$ cat src/rtl/random_delay_generator.sv
// Reaction-timer front end: waits MIN_MS plus a pseudo-random number of milliseconds
// after an arm tick, then lights the stimulus LED and flags presses that come too early.
module random_delay_generator #(
  parameter int unsigned             MS_TICKS  = 100000,
  parameter int unsigned             MIN_MS    = 2000,
  parameter int unsigned             LFSR_N    = 13,
  parameter logic [LFSR_N-1:0]       LFSR_TAPS = 13'h1C80,
  parameter logic [LFSR_N-1:0]       SEED      = 13'h1ACE,
  parameter int unsigned             DELAY_W   = 16
) (
  input  logic               clk_i,
  input  logic               reset_ni,
  input  logic               arm_i,
  input  logic               abort_i,
  input  logic               stop_i,
  output logic               stimulus_o,
  output logic               go_tick_o,
  output logic               early_o,
  output logic               busy_o,
  output logic [DELAY_W-1:0] delay_ms_o
);

  localparam int unsigned        PRE_W     = $clog2(MS_TICKS);
  localparam logic [PRE_W-1:0]   PRE_LAST  = PRE_W'(MS_TICKS - 1);
  localparam logic [LFSR_N-1:0]  LFSR_INIT = (SEED == '0) ? LFSR_N'(1) : SEED;

  typedef enum logic [1:0] {S_IDLE, S_WAIT, S_STIM, S_EARLY} state_t;

  state_t             state;
  logic [LFSR_N-1:0]  lfsr;
  logic [PRE_W-1:0]   prescaler;
  logic [DELAY_W-1:0] ms_count;
  logic               expiry;

  // Last cycle of the final millisecond: the LED lights on the following edge.
  assign expiry = (prescaler == PRE_LAST) && (ms_count == delay_ms_o - DELAY_W'(1));

  always_ff @(posedge clk_i) begin
    if (!reset_ni) begin
      state      <= S_IDLE;
      lfsr       <= LFSR_INIT;
      prescaler  <= '0;
      ms_count   <= '0;
      delay_ms_o <= '0;
      stimulus_o <= 1'b0;
      go_tick_o  <= 1'b0;
      early_o    <= 1'b0;
      busy_o     <= 1'b0;
    end else begin
      lfsr      <= {lfsr[LFSR_N-2:0], ^(lfsr & LFSR_TAPS)};
      go_tick_o <= 1'b0;
      if (abort_i) begin
        state      <= S_IDLE;
        stimulus_o <= 1'b0;
        early_o    <= 1'b0;
        busy_o     <= 1'b0;
        prescaler  <= '0;
        ms_count   <= '0;
      end else begin
        case (state)
          S_IDLE: begin
            if (arm_i) begin
              delay_ms_o <= DELAY_W'(MIN_MS) + DELAY_W'(lfsr);
              prescaler  <= '0;
              ms_count   <= '0;
              busy_o     <= 1'b1;
              state      <= S_WAIT;
            end
          end
          S_WAIT: begin
            if (stop_i) begin
              state   <= S_EARLY;
              early_o <= 1'b1;
              busy_o  <= 1'b0;
            end else if (expiry) begin
              state      <= S_STIM;
              stimulus_o <= 1'b1;
              go_tick_o  <= 1'b1;
            end else if (prescaler == PRE_LAST) begin
              prescaler <= '0;
              ms_count  <= ms_count + DELAY_W'(1);
            end else begin
              prescaler <= prescaler + PRE_W'(1);
            end
          end
          S_STIM: begin
            if (stop_i) begin
              state      <= S_IDLE;
              stimulus_o <= 1'b0;
              busy_o     <= 1'b0;
            end
          end
          S_EARLY: begin
          end
          default: state <= S_IDLE;
        endcase
      end
    end
  end

endmodule

$ cat config.mk
export PLATFORM = sky130hd
export DESIGN_NAME = random_delay_generator
export DESIGN_NICKNAME = d
export VERILOG_FILES = /design/src/rtl/random_delay_generator.sv
export SDC_FILE = /design/constraint.sdc
export NUM_CORES = 1
export LEC_CHECK = 0
export ABC_AREA = 0
export BUFFER_PORTS_ARGS = -buffer_cell sky130_fd_sc_hd__buf_2
export CAP_MARGIN = 20
export CORE_MARGIN = 1.5
export CORE_UTILIZATION = 40
export CTS_CLUSTER_DIAMETER = 150
export DETAILED_ROUTE_END_ITERATION = 8
export SYNTH_ARGS = -nofsm -noshare
export SYNTH_HDL_FRONTEND = slang
export SYNTH_SLANG_ARGS = --single-unit
export TNS_END_PERCENT = 50
$ cat constraint.sdc
create_clock -name clk_i -period 7.49 [get_ports clk_i]
set_input_delay 0.749 -clock clk_i [delete_from_list [all_inputs] [get_ports clk_i]]
set_output_delay 0.749 -clock clk_i [all_outputs]
set_load 0.005 [all_outputs]
==> metrics <==
Syn Std Cell Area=3760 sq um; Final Util=45.0%; Post-DP Area=3880 sq um; layout cell share with drive strength beyond 1=11.3%; DIE HEIGHT=99.9 um; setup skew after layout=0.0108 ns; Num Clock Sinks=66; power density over cell area=206 nW/um^2; slowest stage cell on the critical path=o311ai_0; Final Hold Fails=0; Tcrit/Tclk final=48.1%; post-CTS setup buffer count=0; Largest stage delay, worst path=0.84 ns; # diodes=0; Core Area=9150 sq um; Synth Flop Type=dfxtp_1; flop2flop setup slack=3.89 ns; routed len/inst=15.5 um; cells along the critical path=inv_1 -> ha_1 -> nor3b_1 -> nand2_1 -> o311ai_0 -> o22ai_1 -> nor4_4 -> buf_4 -> o21ai_2 -> a221oi_2; GP Congestion=0.843; hold path start=lfsr[2]$_SDFF_PN1_; Worst Reg-to-Reg Cells=10; FMAX=0.278 GHz; Routed Antenna Nets=0; WS Path Type=reg2reg; static leakage=1.51 nW; Clock transition at path regs=0.07 ns; fill count=927; maximum VDD drop=0.0951 mV; Startpoint Class=flip-flop; Reg-to-Reg Start=delay_ms_o[0]$_SDFFE_PN0P_; 1st-iter DRT viols=155; vias post-DR=3,316; Root Driver=clkbuf_8; ys async rst share=0%; DR pass1 iterations=4; antenna violations before repair=0; CTS resizes=0; worst-path fanout max=31; I/O Pins=25; clock buffer count from CTS=9; num rows=35; status=completed; Critical path buffers and inverters=2; Via density=5.71; crit-path leading delay family=compound AO/OA/AOI/OAI gates; full die area=9980 sq um; Area growth, synth to finish=9.52%; Synth top area share=35.2%; DR DRC count=0; final setup violating endpoints=0; grt total ovfl=0; Buffers on Ports=22; fin area=4120 sq um; Crit. End Element=flip-flop; clk buf depth=2; most area-hungry cell type in the Yosys netlist=dfxtp_1; All-Layer GR Usage=19.1%; worst-margin pin slew=0.947 ns; largest net degree at the start of global routing=32; sequential fraction of the synthesis area=35.2%; clock latency on the worst-skew pair=0.36 ns; Fin Hold WS=0.436 ns; nets=480; multi-input logic area=2240 sq um; relative slew slack=36.1%; CTS tree=built; post-synth cell types=65; FF/Latch Area=1320 sq um; number of global-route vias before repair=3,222; max-cap violations=0; CP arrival=3.87 ns; Initial Util=41.1%; Yosys reg bits=66; Post-synth EDFFs=0; RSZ-0062 raised after global routing=no; cells after synthesis=453; worst r2r dst=ms_count[1]$_SDFFE_PP0P_; setup TNS=0 ns; die extent in x=99.9 um; first-pass GRT wire length=15,400 um; WL final=9030 um; Hold Path Depth=1; Hold WC Path Type=reg2reg; Pwr Total=0.847 mW; hold buffer count at CTS=0; Final min period=3.60 ns; fin. max-slew vios=0; post-synthesis area per instance=8.29 sq um; Hold Path End=lfsr[3]$_SDFF_PN1_; Post-DP HPWL=6420 um; synth warn=0; H-tree levels=3; worst path required time=7.76 ns; Synth area leaders=dfxtp_1 35%, nand2_1 5.0%, xnor2_1 4.2%
-- worst reg2reg max path, delay by kind of cell, from the launching register on --
family | cells | cell delay, ns
AO/OA/AOI/OAI | 4 | 1.65
adder cells (fa/ha/maj) | 1 | 0.30
buffers and inverters | 2 | 0.41
flip-flops | 1 | 0.38
AND/OR/NAND/NOR | 3 | 0.78
-- power breakdown --
part | internal [mW] | switching, mW | total (mW) | leakage, nW
Combinational | 0.0505 | 0.0795 | 0.130 | 0.867
Sequential | 0.363 | 0.0158 | 0.378 | 0.538
Clock | 0.195 | 0.143 | 0.338 | 0.109
-- through the flow --
step	std cells	worst slack [ns]
2_1_floorplan	454	4.72
3_3_place_gp	564	4.05
3_5_place_dp	564	3.94
4_1_cts	580	3.93
5_1_grt	581	3.52
6_report	581	3.89
-- final cells by class --
| cell class | count | area share [%] |
|---|---|---|
| repair buffers | 25 | 3.31 |
| flip-flops and latches | 66 | 32.1 |
| clock buffers | 11 | 3.44 |
| clock inverters | 5 | 1.89 |
| well taps | 111 | 3.37 |
| inverters | 15 | 1.37 |
| multi-input cells | 348 | 54.5 |
-- placed cells by master, fill, tap and decap left out, types with 11 or more instances in the layout --
| cell type | netlist | routed |
|---|---|---|
| dfxtp_1 | 66 | 66 |
| or4_1 | 12 | 12 |
| a21oi_1 | 20 | 20 |
| xor2_1 | 13 | 13 |
| buf_2 | 3 | 22 |
| nor4_1 | 15 | 15 |
| and2_1 | 11 | 11 |
| nor2_1 | 31 | 31 |
| nand2_1 | 50 | 50 |
| o21ai_0 | 11 | 11 |
| inv_1 | 15 | 15 |
| xnor2_1 | 18 | 18 |
| nand3_1 | 12 | 12 |
| nand2b_1 | 12 | 12 |
-- registers in the layout, indices dropped and copies added, names as in the netlist --
signal      flops
stimulus_o      1
delay_ms_o     14
early_o         1
state           2
busy_o          1
ms_count       16
go_tick_o       1
prescaler      17
lfsr           13
-- how the worst max path moves through the flow --
stage,cells after the start,end,from,slack [ns]
floorplan,9,ms_count[12]$_SDFFE_PP0P_,delay_ms_o[2]$_SDFFE_PN0P_,4.72
global placement,10,ms_count[1]$_SDFFE_PP0P_,delay_ms_o[0]$_SDFFE_PN0P_,4.05
detailed placement,10,ms_count[1]$_SDFFE_PP0P_,delay_ms_o[0]$_SDFFE_PN0P_,3.94
CTS,10,ms_count[1]$_SDFFE_PP0P_,delay_ms_o[0]$_SDFFE_PN0P_,3.93
global route,10,ms_count[1]$_SDFFE_PP0P_,delay_ms_o[0]$_SDFFE_PN0P_,3.52
finish,10,ms_count[1]$_SDFFE_PP0P_,delay_ms_o[0]$_SDFFE_PN0P_,3.89
-- cells in the mapped netlist (all sizes together) (11+ instances only) --
cell    instances
and2           11
clkbuf         14
inv            15
nand2b         12
o21ai          15
or4            13
buf            11
xnor2          18
xor2           13
a21oi          23
dfxtp          66
nor2           31
nand3          12
nor4           16
nand2          50
-- logic make-up (layout without fill, tap and decap cells) --
kind of cell | Yosys count | count (layout) | synth area share (%)
fa+ha+maj | 10 | 10 | 3.33
buf+inv | 40 | 56 | 5.23
flops | 66 | 66 | 35.2
simple gates | 204 | 204 | 29.9
compound gates | 100 | 100 | 18.7
mux | 1 | 1 | 0.266
other cells | 1 | 2 | 0.0998
xor+xnor | 31 | 31 | 7.23
-- metal layers --
| layer | wire (um) | part of all wire (%) | GRT usage, % | vias up |
|---|---|---|---|---|
| li1 | - | - | - | 1668 |
| met1 | 4180 | 46 | 23.8 | 1583 |
| met2 | 4390 | 49 | 32.5 | 53 |
| met3 | 329 | 3.6 | 4.74 | 12 |
| met4 | 134 | 1.5 | 6.07 | 0 |
| met5 | 0 | 0 | 0 | - |
No activity file was read; power rests on OpenSTA's default activity.
